## config.mk

```make
export PLATFORM = sky130hd
export DESIGN_NAME = sdram_arbiter
export DESIGN_NICKNAME = d
export VERILOG_FILES = /design/src/rtl/sdram_pkg.sv /design/src/rtl/sdram_arbiter.sv
export SDC_FILE = /design/constraint.sdc
export NUM_CORES = 1
export LEC_CHECK = 0
export CORE_AREA = 2 2 63 65
export CTS_CLUSTER_SIZE = 16
export DETAILED_ROUTE_END_ITERATION = 10
export DIE_AREA = 0 0 65 67
export PLACE_DENSITY = 0.76
export REMOVE_ABC_BUFFERS = 1
export SLEW_MARGIN = 20
export SYNTH_ARGS = -nofsm -noshare
export SYNTH_HDL_FRONTEND = slang
export SYNTH_SLANG_ARGS = --single-unit
export TNS_END_PERCENT = 20
```

## constraint.sdc

```tcl
create_clock -name clk -period 1.52 [get_ports clk]
set_input_delay 0.152 -clock clk [delete_from_list [all_inputs] [get_ports clk]]
set_output_delay 0.152 -clock clk [all_outputs]
set_load 0.01 [all_outputs]
```

## src/rtl/sdram_pkg.sv

```systemverilog
// Shared SDRAM definitions: command encodings, bus widths and one-hot
// state encodings used by the arbiter and the sub-controllers.
package sdram_pkg;

    localparam int ADDR_W = 12;
    localparam int BA_W   = 2;

    // {cs_n, ras_n, cas_n, we_n}
    localparam logic [3:0] CMD_NOP       = 4'b0111;
    localparam logic [3:0] CMD_ACTIVE    = 4'b0011;
    localparam logic [3:0] CMD_WRITE     = 4'b0100;
    localparam logic [3:0] CMD_READ      = 4'b0101;
    localparam logic [3:0] CMD_PRECHARGE = 4'b0010;
    localparam logic [3:0] CMD_AREF      = 4'b0001;
    localparam logic [3:0] CMD_MRS       = 4'b0000;

    typedef enum logic [4:0] {
        ST_INIT  = 5'b00001,
        ST_ARB   = 5'b00010,
        ST_AREF  = 5'b00100,
        ST_WRITE = 5'b01000,
        ST_READ  = 5'b10000
    } arb_state_t;

    // Which of write/read owned the bus most recently.
    typedef enum logic {
        LAST_READ  = 1'b0,
        LAST_WRITE = 1'b1
    } rw_side_t;

    // One-hot states shared by the write and read sub-controllers.
    typedef enum logic [3:0] {
        XFER_IDLE = 4'b0001,
        XFER_ACT  = 4'b0010,
        XFER_DATA = 4'b0100,
        XFER_PRE  = 4'b1000
    } xfer_state_t;

endpackage

```

## src/rtl/sdram_arbiter.sv

```systemverilog
// Owns the single SDRAM command bus: waits for init, then grants it to
// refresh, write or read and muxes the owner's command onto the pins.
module sdram_arbiter
    import sdram_pkg::*;
#(
    parameter int         ADDR_W  = sdram_pkg::ADDR_W,
    parameter int         BA_W    = sdram_pkg::BA_W,
    parameter logic [3:0] CMD_NOP = sdram_pkg::CMD_NOP
) (
    input  logic              clk,
    input  logic              rst_n,
    input  logic              init_end,
    input  logic [3:0]        init_cmd,
    input  logic [ADDR_W-1:0] init_addr,
    input  logic              ref_req,
    input  logic              ref_end,
    input  logic [3:0]        ref_cmd,
    input  logic [ADDR_W-1:0] ref_addr,
    output logic              ref_en,
    input  logic              wr_req,
    input  logic              wr_end,
    input  logic [3:0]        wr_cmd,
    input  logic [ADDR_W-1:0] wr_addr,
    input  logic [BA_W-1:0]   wr_bank,
    output logic              wr_en,
    input  logic              rd_req,
    input  logic              rd_end,
    input  logic [3:0]        rd_cmd,
    input  logic [ADDR_W-1:0] rd_addr,
    input  logic [BA_W-1:0]   rd_bank,
    output logic              rd_en,
    output logic              sdram_cke,
    output logic [3:0]        sdram_cmd,
    output logic [ADDR_W-1:0] sdram_addr,
    output logic [BA_W-1:0]   sdram_ba
);

    arb_state_t state, state_next;
    rw_side_t   last_rw;

    // State register, last-owner tracking and registered grant pulses.
    always_ff @(posedge clk or negedge rst_n) begin
        if (!rst_n) begin
            state     <= ST_INIT;
            last_rw   <= LAST_READ;
            ref_en    <= 1'b0;
            wr_en     <= 1'b0;
            rd_en     <= 1'b0;
            sdram_cke <= 1'b0;
        end else begin
            state     <= state_next;
            sdram_cke <= 1'b1;
            ref_en    <= (state == ST_ARB) && (state_next == ST_AREF);
            wr_en     <= (state == ST_ARB) && (state_next == ST_WRITE);
            rd_en     <= (state == ST_ARB) && (state_next == ST_READ);
            if (state == ST_WRITE && wr_end)
                last_rw <= LAST_WRITE;
            else if (state == ST_READ && rd_end)
                last_rw <= LAST_READ;
        end
    end

    // Next state: refresh first, then write/read alternating when both wait.
    always_comb begin
        state_next = state;
        case (state)
            ST_INIT:  if (init_end) state_next = ST_ARB;
            ST_ARB: begin
                if (ref_req)
                    state_next = ST_AREF;
                else if (wr_req && rd_req)
                    state_next = (last_rw == LAST_WRITE) ? ST_READ : ST_WRITE;
                else if (wr_req)
                    state_next = ST_WRITE;
                else if (rd_req)
                    state_next = ST_READ;
            end
            ST_AREF:  if (ref_end) state_next = ST_ARB;
            ST_WRITE: if (wr_end)  state_next = ST_ARB;
            ST_READ:  if (rd_end)  state_next = ST_ARB;
            default:  state_next = ST_INIT;
        endcase
    end

    // Bus mux driven purely by the current owner.
    always_comb begin
        sdram_cmd  = CMD_NOP;
        sdram_addr = '0;
        sdram_ba   = '0;
        case (state)
            ST_INIT: begin
                sdram_cmd  = init_cmd;
                sdram_addr = init_addr;
            end
            ST_AREF: begin
                sdram_cmd  = ref_cmd;
                sdram_addr = ref_addr;
            end
            ST_WRITE: begin
                sdram_cmd  = wr_cmd;
                sdram_addr = wr_addr;
                sdram_ba   = wr_bank;
            end
            ST_READ: begin
                sdram_cmd  = rd_cmd;
                sdram_addr = rd_addr;
                sdram_ba   = rd_bank;
            end
            default: ;
        endcase
    end

endmodule
```

### Word-level counts from Yosys, hierarchy flattened

Index checks and enable logic that the tools add are counted.

* register bits after elaboration: 10
* bits of input ports: 77
* output and inout bits: 22
* word-level logic and storage cells: 36

* equal/unequal tests: 8
* multiplexer cells: 15
* reduce and logical (&&, ||, !) cells: 7

Operator list (number)
* $pmux 12 s4: 1
* $mux 5: 9
* $pmux 5 s5: 1
* $pmux 4 s4: 1
* $eq 5x3->1 const B: 2
* $eq 5x4->1 const B: 2
* $eq 5x5->1 const B: 2
* $logic_and 1x1->1: 6
* $eq 5x1->1 const B: 1
* $eq 5x2->1 const B: 1
* $pmux 2 s2: 1
* $mux 1: 2
* $reduce_bool 2->1: 1

### Depth between registers and ports, before layout

* depth after elaboration: 7
* mapped depth: 7

### Least setup slack after synthesis

No wires, ideal clock.

* kind: register -> output
* start: register state[0]
* end: output port sdram_addr[10]
* arrival: 1.353 ns
* setup slack: 0.015 ns
* cell stages (with the launch flop): 8
* path buffers: 3
* cells stage by stage: dfstp_2 -> buf_6 -> nor3_1 -> and2_1 -> buf_2 -> buf_4 -> a22oi_1 -> nand2_1

* longest elaborated chain between the ends: 2

Ends and longest elaborated chain
* from (decl): line sdram_arbiter.sv:38 `arb_state_t state, state_next;`
* from (signal assigned): line sdram_arbiter.sv:51 `state <= state_next;`
* $eq 5x5->1 (tied with other cells): line sdram_arbiter.sv:90 `case (state)`
* $pmux 12 s4 *: line sdram_arbiter.sv:90
* to (decl): line sdram_arbiter.sv:34 `output logic [ADDR_W-1:0] sdram_addr,`

Every way passes the cells marked *; elsewhere a longest branch is shown, timed or not.

### Worst setup path after layout

* start: register state[0]
* end: output port sdram_cmd[2]

* longest elaborated chain between the ends: 2

Ends and longest elaborated chain
* $eq 5x5->1 (tied with other cells): line sdram_arbiter.sv:90
* $pmux 4 s4 *: line sdram_arbiter.sv:90
* to (decl): line sdram_arbiter.sv:33 `output logic [3:0] sdram_cmd,`

Marks and branches as above.

==> impl_results.md <==
- H-tree depth: 1
- Static leakage: 0.999 nW
- Maximum fanout along the worst path: 5
- CP cell instances: buf_6 -> xor2_2 -> nand2_1 -> a21oi_2 -> nand3_1 -> buf_2
- Hold buffers post-CTS: 0
- Die ar.: 4360 µm²
- Critical path type: register to primary output
- Clock skew after layout: 0.00111 ns
- Root Driver: clkbuf_8
- Worst setup SP type: register
- Final worst setup slack: -0.304 ns
- CP max stage cell: dfstp_2
- WL/cell: approximately 15 µm
- WP data required: 1.37 ns
- Sequential Power Share: 0.162
- Number of max-cap violations: 0
- Clk sinks: 10
- RSZ-0062 raised after global routing: true
- Cell variety after synth: 33
- # diodes: 0
- Total GRT Usage: 0.176
- Power per cell area: 1040 nW/µm²
- Vias per cell: 4.98
- Yosys top cell by area: a22oi_1
- CTS buffer count: 3
- Die span in x: 65 µm
- Placed Cells incl. Taps: about 270
- Layout cells sized above 1: 0.355
- CORE AREA: approximately 3600 µm²
- Flop-to-flop setup slack: -0.05 ns
- Clk pin slew, worst setup/hold paths: 0.05 ns
- HPWL after detailed placement: about 3200 µm
- Area Growth Syn to Fin: 148%
- Synth warnings: 0
- Mapped Area: 926 µm²
- Net total in the final layout: 309
- Top post-synthesis cells by area: a22oi_1, dfrtp_1, nand2_1
- Drt initial violations: between 40 and 50
- VDD IR max: approximately 0.43 mV
- Comb pwr share: 0.718
- Post-synthesis sequential area ratio: 0.272
- Synth async-reset ratio: 1.00
- Post-synth EDFFs: 0
- Fillers: 297
- Initial Util: 0.257
- DRT Wirelength: 4270 µm
- Number of nets still failing antenna checks after routing: 0
- Remaining global-route overflow: 0
- Sequential cell area: 254 µm²
- Row Count: 22
- Internal power: 1.48 mW
- I/O pins: 99
- Drt first pass iters: 4
- Clock tree buffer depth: 2
- Top_reg_cell synth: dfrtp_1
- Final Cycle Share: 1.20
- Peak per-stage delay on the critical path: 0.60 ns
- Yosys reg bits: 10
- Failing checks: setup timing
- Top post-synthesis cells by count: a22oi_1, nand2_1, dfrtp_1
- Avg Inst Size Synth: about 8.2 µm²
- Switching pwr: 916 µW
- Final number of setup-violating endpoints: 20
- Setup WS pre-CTS: -0.507 ns
- Yosys top cell area share: 0.268
- Post-Layout Cell Count: about 280
- Multi-input logic area: 746 µm²
- Fin. max-slew vios: 0
- Final worst path period need: 1.82 ns
- Die H: 67 µm
- Gp weighted congestion: between 0.7 and 0.8
- Largest net degree at the start of global routing: 19
- Status: complete, but fails checks
- Worst r2r src: state[0]
- Most common cell in the synthesized netlist: a22oi_1
- Hold Vio Cnt, Final: 0
- Reg2reg end: last_rw
- First-pass GRT wire length: around 5900 µm
- Clock power frac: 0.120
- Cells on worst reg2reg path: 6
- CP Capture Type: primary output
- CTS tree: done
- Initial antenna violation count: 0
- Drt drc: 0
- Via count: around 1400
- Vias in the first global route: between 1000 and 1500
- Sw frac: 0.382
- IO Port Bufs: 98
- WP data arrival: around 1.7 ns
- Worst skew pair latency: about 0.24 ns
- Synth Instances: roughly 110
- Max Clk Rate: 548 MHz
- Hold Crit Class: input pin to async pin
[cell usage in the layout, fill, tap and decap left out, drive strengths merged]
cell	instances
or2	2
nor4	1
a22oi	33
dfrtp	9
a211oi	1
nor3	3
nor2	6
buf	42
a21oi	3
a31o	1
nand2	16
inv	3
o22ai	1
o211a	1
conb	1
clkdlybuf4s50	80
or3	1
nand2b	1
and2	3
nand3	5
a21boi	1
dfstp	1
nor2b	2
clkbuf	5
a22o	4
a21o	1
or2b	1
o21ai	2
xor2	1
[power by group through the flow]
stage                     sequential [mW]  clock, mW  combinational, mW
after floorplan                     0.376          0              0.618
after global placement              0.366          0               1.58
after detailed placement            0.367          0               1.59
after CTS                           0.369      0.294               1.68
after global routing                0.394      0.305               1.86
final                               0.389      0.287               1.72
[how the worst max path moves through the flow]
stage	slack, ns	endpoint	startpoint
after detailed placement	-0.51	sdram_cmd[2]	state[3]
after floorplan	-0.10	sdram_cmd[2]	state[4]
final	-0.30	sdram_cmd[2]	state[0]
after CTS	-0.35	sdram_addr[3]	state[1]
after global placement	-0.50	sdram_cmd[1]	state[3]
after global routing	-0.41	sdram_cmd[0]	state[0]
[what timing repair did]
item | 4_1_cts | 5_1_grt
gates resized for setup | 96 | 24
endpoints found under the setup margin | 22 | 23
gates cloned | 2 | 1
buffers inserted | 3 | 1
pin swaps | 13 | 8
[cells by family after synthesis]
kind of cell / count (synthesis) / synth area share
compound gates: 48 / 0.388
simple gates: 41 / 0.245
buf+inv: 12 / 0.0824
flops: 10 / 0.272
xor+xnor: 1 / 0.00946
other cells: 1 / 0.00405
[state kept, by name, indices dropped and copies added, names as in the netlist]
register   flops
wr_en          1
ref_en         1
sdram_cke      1
last_rw        1
state          5
rd_en          1
[stage by stage]
step | total power [mW] | hold slack, ns | setup TNS, ns | utilization | cell area [µm²]
floorplan | 0.993 | -0.144 | -1.50 | - | 861
global placement | 1.94 | 0.487 | -8.54 | 0.577 | 2080
detailed placement | 1.96 | 0.481 | -8.63 | 0.577 | 2080
CTS | 2.34 | 0.230 | -5.66 | 0.612 | 2210
global route | 2.56 | 0.259 | -6.24 | 0.637 | 2300
finish | 2.40 | 0.225 | -4.73 | 0.637 | 2300
[routing by layer]
layer	vias to the layer above	wire length [µm]	share of wire	GRT usage
met2	59	2330	0.55	0.323
li1	663	-	-	-
met4	0	33	0.0077	0.0559
met1	664	1680	0.39	0.210
met3	4	214	0.050	0.0220
met5	-	0	0	0
[final cells by class]
type | count | area share
Timing Repair Buffer | 123 | 0.514
Multi-Input combinational cell | 91 | 0.324
Sequential cell | 10 | 0.111
Tap cell | 48 | 0.0261
Clock buffer | 4 | 0.0196
Inverter | 3 | 0.00490
[critical path: cells and delay by family, from the launching register on]
kind                   cells  cell delay [ns]
XOR/XNOR                   1             0.12
buffers and inverters      2             0.27
flip-flops                 1             0.60
AND/OR/NAND/NOR            2             0.20
AO/OA/AOI/OAI              1             0.23
Note: power is estimated with default switching activity, not from simulation.
